<file path="src/rtl/sram_fifo_ctrl.sv">
// sram_fifo_ctrl: FIFO controller over a dual-port SRAM (A write-only,
// B read-only with 1-cycle latency). Elements of 1/2/4/8 bytes, chosen at
// clr time, are packed into SRAM words with byte enables. A 2-entry prefetch
// buffer gives first-word-fall-through, and a push into an idle FIFO
// bypasses the SRAM.
// Ports:
//   clk, rst (sync, active-high), clr (sync flush, latches size)
//   wr_en/wr_data/full, rd_en/rd_data/rd_valid/empty, numel
//   af_thresh/ae_thresh -> almost_full/almost_empty, sticky overflow/underflow
//   sram_*_a : write port, sram_*_b / sram_rdata_b : read port
module sram_fifo_ctrl #(
  parameter int SRAM_WIDTH = 32,
  parameter int SRAM_DEPTH = 16,
  localparam int BYTES = SRAM_WIDTH / 8,
  localparam int BAW   = $clog2(SRAM_DEPTH * BYTES),
  localparam int CNT_W = BAW + 1,
  localparam int AW    = $clog2(SRAM_DEPTH),
  localparam int LB    = $clog2(BYTES)
) (
  input  logic                  clk,
  input  logic                  rst,
  input  logic                  clr,
  input  logic [1:0]            size,
  input  logic                  wr_en,
  input  logic [63:0]           wr_data,
  output logic                  full,
  input  logic                  rd_en,
  output logic [63:0]           rd_data,
  output logic                  rd_valid,
  output logic                  empty,
  output logic [CNT_W-1:0]      numel,
  input  logic [CNT_W-1:0]      af_thresh,
  input  logic [CNT_W-1:0]      ae_thresh,
  output logic                  almost_full,
  output logic                  almost_empty,
  output logic                  overflow,
  output logic                  underflow,
  output logic                  sram_ce_a,
  output logic                  sram_we_a,
  output logic [BYTES-1:0]      sram_be_a,
  output logic [AW-1:0]         sram_addr_a,
  output logic [SRAM_WIDTH-1:0] sram_wdata_a,
  output logic                  sram_ce_b,
  output logic [AW-1:0]         sram_addr_b,
  input  logic [SRAM_WIDTH-1:0] sram_rdata_b
);

  logic [1:0]        size_q, size_d;
  logic [BAW-1:0]    wr_ptr_q, wr_ptr_d, rd_ptr_q, rd_ptr_d;
  logic [CNT_W-1:0]  numel_q, numel_d, sram_cnt_q, sram_cnt_d;
  logic              infl_q, infl_d;
  logic [LB-1:0]     infl_off_q, infl_off_d;
  logic [1:0][63:0]  buf_q, buf_d;
  logic [1:0]        buf_cnt_q, buf_cnt_d;
  logic              ovf_q, ovf_d, unf_q, unf_d;

  logic [1:0]        size_cl, occ_ap;
  logic [BAW-1:0]    step;
  logic [CNT_W-1:0]  cap;
  logic [63:0]       elem_mask, rd_elem, enq_data;
  logic [SRAM_WIDTH-1:0] rd_shift;
  logic [LB-1:0]     wr_off, lane_mask;
  logic              live, push_acc, pop, bypass, wr_sram, issue, enq;

  assign size_cl   = (size > 2'(LB)) ? 2'(LB) : size;
  assign step      = BAW'(1) << size_q;
  assign cap       = CNT_W'(SRAM_DEPTH * BYTES) >> size_q;
  // Shifting by the full width leaves 0, so the DW case gives all ones.
  assign elem_mask = ~(64'hFFFF_FFFF_FFFF_FFFF << (7'd8 << size_q));
  assign lane_mask = ~({LB{1'b1}} << size_q);
  assign wr_off    = wr_ptr_q[LB-1:0];

  assign full     = (numel_q == cap);
  assign empty    = (numel_q == '0);
  assign rd_valid = (buf_cnt_q != 2'd0);
  assign rd_data  = rd_valid ? buf_q[0] : 64'd0;
  assign numel    = numel_q;
  assign almost_full  = (numel_q >= af_thresh);
  assign almost_empty = (numel_q <= ae_thresh);
  assign overflow  = ovf_q;
  assign underflow = unf_q;

  // No SRAM traffic or state movement in a flush/reset cycle.
  assign live     = !rst && !clr;
  assign push_acc = live && wr_en && !full;
  assign pop      = live && rd_en && rd_valid;
  assign occ_ap   = buf_cnt_q - 2'(pop);
  // Bypass only when nothing older sits in SRAM or in flight.
  assign bypass   = push_acc && (sram_cnt_q == '0) && !infl_q && (occ_ap < 2'd2);
  assign wr_sram  = push_acc && !bypass;
  // The returning read (if any) lands this cycle, so it counts as occupied.
  assign issue    = live && (sram_cnt_q != '0) && ((occ_ap + 2'(infl_q)) < 2'd2);
  assign enq      = infl_q || bypass;

  assign rd_shift = sram_rdata_b >> {infl_off_q, 3'b000};
  assign rd_elem  = 64'(rd_shift) & elem_mask;
  assign enq_data = infl_q ? rd_elem : (wr_data & elem_mask);

  assign sram_ce_a   = wr_sram;
  assign sram_we_a   = wr_sram;
  assign sram_addr_a = wr_ptr_q[BAW-1:LB];
  assign sram_ce_b   = issue;
  assign sram_addr_b = rd_ptr_q[BAW-1:LB];

  // Each lane takes the element byte matching its position within the
  // element; the enable is set for lanes inside the element being written.
  for (genvar b = 0; b < BYTES; b++) begin : g_lane
    localparam logic [LB-1:0] LANE = LB'(b);
    logic [LB-1:0] src;
    assign src = LANE & lane_mask;
    assign sram_be_a[b] = wr_sram && ((LANE >> size_q) == (wr_off >> size_q));
    assign sram_wdata_a[b*8 +: 8] = wr_data[{src, 3'b000} +: 8];
  end

  always_comb begin
    size_d     = size_q;
    wr_ptr_d   = wr_ptr_q + (push_acc ? step : '0);
    rd_ptr_d   = rd_ptr_q + ((issue || bypass) ? step : '0);
    numel_d    = numel_q + CNT_W'(push_acc) - CNT_W'(pop);
    sram_cnt_d = sram_cnt_q + CNT_W'(wr_sram) - CNT_W'(issue);
    infl_d     = issue;
    infl_off_d = rd_ptr_q[LB-1:0];
    ovf_d      = ovf_q | (wr_en && full);
    unf_d      = unf_q | (rd_en && !rd_valid);
    buf_d      = buf_q;
    buf_cnt_d  = buf_cnt_q;
    if (pop) begin
      buf_d[0]  = buf_q[1];
      buf_d[1]  = 64'd0;
      buf_cnt_d = buf_cnt_q - 2'd1;
    end
    if (enq) begin
      if (buf_cnt_d == 2'd0) buf_d[0] = enq_data;
      else                   buf_d[1] = enq_data;
      buf_cnt_d = buf_cnt_d + 2'd1;
    end
    if (clr) begin
      size_d     = size_cl;
      wr_ptr_d   = '0;
      rd_ptr_d   = '0;
      numel_d    = '0;
      sram_cnt_d = '0;
      infl_d     = 1'b0;
      infl_off_d = '0;
      ovf_d      = 1'b0;
      unf_d      = 1'b0;
      buf_d      = '0;
      buf_cnt_d  = 2'd0;
    end
  end

  always_ff @(posedge clk) begin
    if (rst) begin
      size_q     <= 2'd0;
      wr_ptr_q   <= '0;
      rd_ptr_q   <= '0;
      numel_q    <= '0;
      sram_cnt_q <= '0;
      infl_q     <= 1'b0;
      infl_off_q <= '0;
      ovf_q      <= 1'b0;
      unf_q      <= 1'b0;
      buf_q      <= '0;
      buf_cnt_q  <= 2'd0;
    end else begin
      size_q     <= size_d;
      wr_ptr_q   <= wr_ptr_d;
      rd_ptr_q   <= rd_ptr_d;
      numel_q    <= numel_d;
      sram_cnt_q <= sram_cnt_d;
      infl_q     <= infl_d;
      infl_off_q <= infl_off_d;
      ovf_q      <= ovf_d;
      unf_q      <= unf_d;
      buf_q      <= buf_d;
      buf_cnt_q  <= buf_cnt_d;
    end
  end

endmodule

</file>
<file path="config.mk">
export PLATFORM = sky130hd
export DESIGN_NAME = sram_fifo_ctrl
export DESIGN_NICKNAME = d
export VERILOG_FILES = /design/src/rtl/sram_fifo_ctrl.sv
export SDC_FILE = /design/constraint.sdc
export NUM_CORES = 1
export LEC_CHECK = 0
export CAP_MARGIN = 20
export CORE_UTILIZATION = 45
export CTS_CLUSTER_DIAMETER = 100
export DETAILED_ROUTE_END_ITERATION = 10
export GPL_TIMING_DRIVEN = 0
export HOLD_SLACK_MARGIN = 0.1
export PLACE_DENSITY = 0.75
export SLEW_MARGIN = 20
export SYNTH_ARGS = -nofsm -noshare
export SYNTH_HDL_FRONTEND = slang
export SYNTH_SLANG_ARGS = --single-unit
</file>
<file path="constraint.sdc">
create_clock -name clk -period 5.61 [get_ports clk]
set_clock_uncertainty 0.2 [all_clocks]
set_input_delay 0.561 -clock clk [delete_from_list [all_inputs] [get_ports clk]]
set_output_delay 0.561 -clock clk [all_outputs]
set_load 0.005 [all_outputs]
</file>
==> results of run 1 <==
-- sequential cells by signal, summed over array words and instances (netlist names) --
register    flops
buf_cnt_q       2
buf_q         128
infl_off_q      2
infl_q          1
numel           7
overflow        1
rd_ptr_q        6
size_q          2
sram_cnt_q      7
underflow       1
wr_ptr_q        6
-- through the flow --
step	hold slack, ps	utilization, %	area [um2]	instances	worst slack [ps]
finish	269	63.4	12300	1522	523
global route	284	63.4	12300	1522	225
CTS	277	63.4	12300	1522	527
detailed placement	254	60.1	11700	1492	101
global placement	254	60.0	11600	1492	137
floorplan	237	-	8900	986	1490
-- power by group through the flow --
stage          Combinational (mW)  Clock [mW]  Sequential (mW)
6_report                    0.884        1.28             1.22
5_1_grt                     0.957        1.34             1.23
4_1_cts                     0.881        1.29             1.22
3_5_place_dp                0.871           0             1.25
3_3_place_gp                0.858           0             1.25
2_1_floorplan               0.536           0             1.24
-- layout make-up --
cell class | count | area (um2) | area share, %
multi-input cells | 695 | 5040 | 41.0
flip-flops and latches | 163 | 3260 | 26.5
repair buffers | 241 | 2410 | 19.6
clock buffers | 19 | 443 | 3.60
plain buffers | 80 | 424 | 3.45
well taps | 265 | 332 | 2.70
clock inverters | 11 | 201 | 1.64
inverters | 48 | 181 | 1.48
-- logic make-up (layout without fill, tap and decap cells) --
group	count (synthesis)	after routing	share of synthesized area (%)
compound gates	238	238	18.6
xor+xnor	15	15	1.48
fa+ha+maj	47	47	6.94
buf+inv	128	399	6.80
flops	163	163	36.6
mux	119	119	14.2
simple gates	276	276	15.3
-- critical path: stages --
cell	delay, ps
clkdlybuf4s50_1	490
nor2_1	330
nand3_1	170
clkinv_1	210
clkbuf_1	570
ha_1	300
xor2_1	290
xnor2_1	150
nor2_1	270
ha_1	290
inv_1	60
ha_1	160
inv_1	60
fa_1	380
nand2b_1	190
a21oi_1	190
o21ai_0	120
a21oi_1	200
or3_1	130
a21oi_1	60
-- worst min-delay path by stage --
stage                      startpoint                        to  slack (ps)  cells after the start
2_1_floorplan  rd_ptr_q[0]$_SDFF_PP0_  infl_off_q[0]$_SDFF_PP0_         240                      1
3_3_place_gp      overflow$_SDFF_PP0_       overflow$_SDFF_PP0_         250                      2
3_5_place_dp     buf_q[83]$_SDFF_PP0_      buf_q[83]$_SDFF_PP0_         250                      1
4_1_cts          buf_q[83]$_SDFF_PP0_      buf_q[83]$_SDFF_PP0_         280                      1
5_1_grt          buf_q[88]$_SDFF_PP0_      buf_q[88]$_SDFF_PP0_         280                      1
6_report          overflow$_SDFF_PP0_       overflow$_SDFF_PP0_         270                      2
-- layer usage --
layer	up-vias	wire [um]	track usage, %
met3	63	2270	5.87
met2	339	13000	46.6
li1	3964	-	-
met5	-	0	0
met4	0	786	10.9
met1	3860	11300	32.5
-- placed cells by master (no fill, tap or decap), types with 17 or more instances in the layout --
cell type          n
clkdlybuf4s50_1  241
o21ai_0           25
nand2_1           82
mux2i_1           57
clkbuf_16         17
buf_4             20
a21oi_1           78
ha_1              43
mux2_2            60
inv_1             46
o2bb2ai_1         33
nor2_1            69
clkbuf_1          44
nor2b_1           76
dfxtp_1          163
a22o_1            64
==> run summary, run 1 <==
Status -> finished, final reports clean
Routed length per instance -> 18.0 um
Standard-cell rows -> 51
CTS tree -> done
Root Buffer -> clkbuf_16
Critical Path Start -> clr
IO Port Bufs -> 241
Crit path launch type -> input pin
Max-slew violations -> 0
CORE AREA -> 19400 um2
Maximum VDD drop -> 0.240 mV
Gp weighted congestion -> 0.960
Top_reg_cell synth -> dfxtp_1
Worst Setup EP -> sram_cnt_q[6]$_SDFF_PP0_
Kind of critical path -> input pin to flop
#FFs+latches synth -> 163
WP data arrival -> 5170 ps
Post-synthesis async set-or-reset flop share -> 0%
Combinational power share -> 26.1%
Nets -> 1410
Clock network power share -> 37.8%
First-pass detailed-route iteration total -> 5
Via count -> 8226
Synth Area per Inst -> 9.03 um2
I/O pins -> 242
CP required -> 5690 ps
Crit Reg-Reg Startpoint -> buf_cnt_q[1]$_SDFF_PP0_
Share of power burned in registers -> 36.1%
Post-synth top area share -> 36.6%
Starting Density -> 45.9%
EDFF count, synth -> 0
Top cells by area, synth -> dfxtp_1 37%, mux2_2 7.6%, mux2i_1 6.4%
Vias in the first global route -> 7969
Setup tns final -> 0 ps
Register area share after synthesis -> 36.6%
Reg2Reg Depth -> 21
Worst setup EP type -> flop
First-pass GRT wire length -> 42.1 mm
Clk sinks -> 163
Residual DRC count -> 0
GRT Resource Usage Total -> 27.0%
Setup Buffers After CTS -> 0
Post-synthesis cell type count -> 51
Routed vias/inst -> 5.40
Sw frac -> 29.2%
Chip width -> 143 um
Share of cells above drive strength 1 -> 10.2%
Commonest cells post-synth -> 163 x dfxtp_1, 82 x nand2_1, 78 x a21oi_1, 76 x nor2b_1, 70 x nor2_1
Num CTS Buffers -> 17
Post-DP HPWL -> 20.6 mm
Fmax achieved -> 0.197 GHz
Min cycle time layout -> 5090 ps
CTS H-tree depth -> 4
Cells after synthesis -> 986
# fillers -> 1682
Reg-to-reg slack, setup -> 850 ps
CTS clk-pin slew, worst paths -> 60 ps
RSZ-0062 raised after global routing -> no
# resized after CTS -> 0
Area grow syn2layout -> 38.1%
Final ANT Viol Nets -> 0
Post-CTS Hold Fix Bufs -> 0
Largest net degree at the start of global routing -> 17
Starting DRC count in detailed routing -> 584
Synth Cell Area -> 8900 um2
Fin crit share -> 90.7%
Clk_lat worst skew -> 440 ps
RR Endpoint -> sram_cnt_q[6]$_SDFF_PP0_
Diode count -> 0
Antenna violations before repair -> 0
Final Power -> 3.39 mW
Die area -> 20400 um2
Bufs on Longest Clock Path -> 2
Cell Int Power -> 2.40 mW
Final wirelength -> 27.4 mm
HP Class -> flop to flop
Mapped Nets -> 1150
Slew @ Worst Pin -> 931 ps
Die height -> 143 um
Final Hold Fails -> 0
Cell taking the most area after synthesis -> dfxtp_1
Top-count cell post-synth -> dfxtp_1
GR Overflow Total -> 0
Net switching power -> 988 uW
P_leak -> 4.76 nW
Synth warn -> 0
Max_cap viols -> 0
Relative slew slack -> 37.5%
CP Max Fanout -> 11
# setup viols final -> 0
P per Cell Area -> 275 nW/um2
Note: power is estimated with default switching activity, not from simulation.
==> run 2: changes to the inputs <==
Settings changed: CTS_CLUSTER_DIAMETER 100 to unset.
==> results of run 2 <==
Final layout, timing and power as in run 1 (identical DEF).
==> run 3: changes to the inputs <==
Settings changed: DONT_BUFFER_PORTS set to 1, PLACE_DENSITY 0.75 to 0.6, SLEW_MARGIN 20 to 40.
==> run 3 against run 2 <==
Effect of this change: routed wire length shrank 3.2%; die area is the same; register-to-register slack got worse by 200 ps; utilization shrank 11 points; total power down 6.6%.
==> run summary, run 3 (synthesis results as in run 1) <==
Final wirelength -> 26.5 mm (was 27.4 mm)
Final Hold Fails -> 0 (unchanged)
Maximum VDD drop -> 0.235 mV (was 0.240 mV)
Max_cap viols -> 0 (unchanged)
Vias in the first global route -> 7245 (was 7969)
Chip width -> 143 um (unchanged)
Residual DRC count -> 0 (unchanged)
Standard-cell rows -> 51 (unchanged)
Met2 track demand over resource -> 44.1% (was 46.6%)
CP max stage delay -> 650 ps (was 570 ps)
Share of cells above drive strength 1 -> 12.5% (was 10.2%)
M1 GR Usage -> 31.1% (was 32.5%)
Largest net degree at the start of global routing -> 17 (unchanged)
GR Overflow Total -> 0 (unchanged)
CP required -> 5690 ps (about the same)
Hold path start -> size[1] (was overflow$_SDFF_PP0_)
CTS tree -> done (unchanged)
Share of power burned in registers -> 38.7% (was 36.1%)
IO Port Bufs -> 0 (was 241)
Area grow syn2layout -> 14.6% (was 38.1%)
I/O pins -> 242 (unchanged)
Crit Reg-Reg Startpoint -> buf_cnt_q[1]$_SDFF_PP0_ (unchanged)
CP max stage cell -> clkbuf_1 (unchanged)
RR Endpoint -> sram_cnt_q[6]$_SDFF_PP0_ (unchanged)
Cell Int Power -> 2.16 mW (was 2.40 mW)
Slew @ Worst Pin -> 816 ps (was 931 ps)
Reg-to-reg slack, setup -> 650 ps (was 850 ps)
CTS H-tree depth -> 4 (unchanged)
WP data arrival -> 5040 ps (was 5170 ps)
Crit path launch type -> flop (was input pin)
RSZ-0062 raised after global routing -> no (unchanged)
Routed length per instance -> 20.1 um (was 18.0 um)
# setup viols final -> 0 (unchanged)
Fin crit share -> 88.5% (was 90.7%)
Kind of critical path -> flop to flop (was input pin to flop)
Via count -> 7375 (was 8226)
GRT Resource Usage Total -> 26.0% (was 27.0%)
CORE AREA -> 19400 um2 (unchanged)
First-pass detailed-route iteration total -> 4 (was 5)
Fmax achieved -> 0.201 GHz (was 0.197 GHz)
Diode count -> 0 (unchanged)
Setup tns final -> 0 ps (unchanged)
CTS clk-pin slew, worst paths -> 60 ps (about the same)
Busiest layer in global routing -> met2 (unchanged)
Routed vias/inst -> 5.59 (was 5.40)
HP Class -> input pin to flop (was flop to flop)
Largest Register -> buf_q (unchanged)
CP Cell Sequence -> inv_1 > ha_1 > inv_1 > nand3_1 > clkinv_1 > clkbuf_1 > ha_1 > nand2b_1 > xnor2_1 > nor2_1 > ha_1 > inv_1 > ha_1 > inv_1 > fa_1 > nand2b_1 > a21oi_1 > o21ai_0 > a21oi_1 > or3_1 > a21oi_1 (was clkdlybuf4s50_1 > nor2_1 > nand3_1 > clkinv_1 > clkbuf_1 > ha_1 > xor2_1 > xnor2_1 > nor2_1 > ha_1 > inv_1 > ha_1 > inv_1 > fa_1 > nand2b_1 > a21oi_1 > o21ai_0 > a21oi_1 > or3_1 > a21oi_1)
Post-DP HPWL -> 19.6 mm (was 20.6 mm)
# resized after CTS -> 0 (unchanged)
Clk_lat worst skew -> 430 ps (was 440 ps)
First-pass GRT wire length -> 39.9 mm (was 42.1 mm)
Nets -> 1205 (was 1410)
Commonest cells after routing, fill and taps aside -> 163 x dfxtp_1, 82 x nand2_1, 78 x a21oi_1, 76 x nor2b_1, 69 x nor2_1 (was 241 x clkdlybuf4s50_1, 163 x dfxtp_1, 82 x nand2_1, 78 x a21oi_1, 76 x nor2b_1)
P per Cell Area -> 310 nW/um2 (was 275 nW/um2)
Met3 usage -> 6.91% (was 5.87%)
Root Buffer -> clkbuf_16 (unchanged)
Most common cell after layout, fill and taps aside -> dfxtp_1 (was clkdlybuf4s50_1)
Num CTS Buffers -> 17 (unchanged)
Clk sinks -> 163 (unchanged)
Starting DRC count in detailed routing -> 397 (was 584)
Worst setup EP type -> flop (unchanged)
Clock network power share -> 38.1% (was 37.8%)
Reg2Reg Depth -> 21 (unchanged)
Bufs on Longest Clock Path -> 2 (unchanged)
Gp weighted congestion -> 0.850 (was 0.960)
Hold path endpoint -> size_q[0]$_SDFFE_PP0P_ (was overflow$_SDFF_PP0_)
Min cycle time layout -> 4960 ps (was 5090 ps)
Starting Density -> 45.9% (unchanged)
Status -> finished, final reports clean (unchanged)
Pre-CTS WS -> 546 ps (was 101 ps)
# fillers -> 1915 (was 1682)
Max reg flops -> 128 (unchanged)
CP Max Fanout -> 11 (unchanged)
Die area -> 20400 um2 (unchanged)
Max-slew violations -> 0 (unchanged)
Hold depth -> 2 (unchanged)
Final worst slack -> 645 ps (was 523 ps)
Antenna violations before repair -> 0 (unchanged)
Die height -> 143 um (unchanged)
P_leak -> 4.00 nW (was 4.76 nW)
Sw frac -> 31.5% (was 29.2%)
Combinational power share -> 23.3% (was 26.1%)
Net switching power -> 997 uW (was 988 uW)
Relative slew slack -> 45.6% (was 37.5%)
Final ANT Viol Nets -> 0 (unchanged)
run 3: changes by cell type in the layout (fill, tap and decap cells not counted), moves of 2 or more:
| cell | before | now |
|---|---|---|
| clkinv_4 | 3 | 1 |
| inv_6 | 2 | 6 |
| dlygate4sd3_1 | 0 | 36 |
| inv_8 | 0 | 2 |
| clkdlybuf4s50_1 | 241 | 0 |
| bufinv_16 | 5 | 2 |
run 3: repair_timing:
item | in CTS | in global routing
hold buffers | 36 | 0
endpoints found under the hold margin | 66 | 0
setup buffers | 0 | 0
setup endpoints to repair | 0 | 0
run 3: layer usage:
metal / vias to the layer above / routed length [um]
met2: 272 / 12600
met5: - / 0
met4: 0 / 757
met3: 52 / 1950
li1: 3566 / -
met1: 3485 / 11200
run 3: through the flow:
step	power, mW	std cells	hold WS [ps]	instance area, um2	util [%]
after floorplan	1.77	986	237	8900	-
after global placement	1.95	1251	257	9240	47.6
final	3.16	1319	160	10200	52.6
after detailed placement	1.96	1251	256	9240	47.7
after global routing	3.32	1319	143	10200	52.6
after CTS	3.18	1319	146	10200	52.6
run 3: critical path: cells and delay by family, from the launching register on:
| kind | cells | cell delay, ps |
|---|---|---|
| AO/OA/AOI/OAI | 4 | 560 |
| XOR/XNOR | 1 | 150 |
| adder cells (fa/ha/maj) | 5 | 1430 |
| buffers and inverters | 6 | 1190 |
| flip-flops | 1 | 370 |
| AND/OR/NAND/NOR | 5 | 920 |
run 3: area by class of cell:
cell class	count	area, um2	area share, %
plain buffers	80	424	4.16
clock inverters	14	164	1.61
multi-input cells	695	5040	49.4
repair buffers	36	360	3.53
well taps	265	332	3.25
clock buffers	18	439	4.30
inverters	48	181	1.78
flip-flops and latches	163	3260	32.0
run 3: worst max path at each step:
stage | end | startpoint | depth (start not counted) | slack (ps)
finish | sram_cnt_q[6]$_SDFF_PP0_ | buf_cnt_q[1]$_SDFF_PP0_ | 21 | 650
global route | sram_cnt_q[6]$_SDFF_PP0_ | buf_cnt_q[1]$_SDFF_PP0_ | 21 | 140
CTS | sram_cnt_q[6]$_SDFF_PP0_ | buf_cnt_q[1]$_SDFF_PP0_ | 21 | 600
detailed placement | sram_cnt_q[6]$_SDFF_PP0_ | clr | 19 | 550
global placement | sram_cnt_q[6]$_SDFF_PP0_ | clr | 19 | 490
floorplan | sram_cnt_q[6]$_SDFF_PP0_ | clr | 19 | 1490
run 3: power by group through the flow:
stage	clock network, mW	registers, mW	logic (mW)
final	1.20	1.22	0.736
after global routing	1.28	1.23	0.813
after CTS	1.22	1.22	0.740
after detailed placement	0	1.25	0.711
after global placement	0	1.25	0.704
after floorplan	0	1.24	0.536
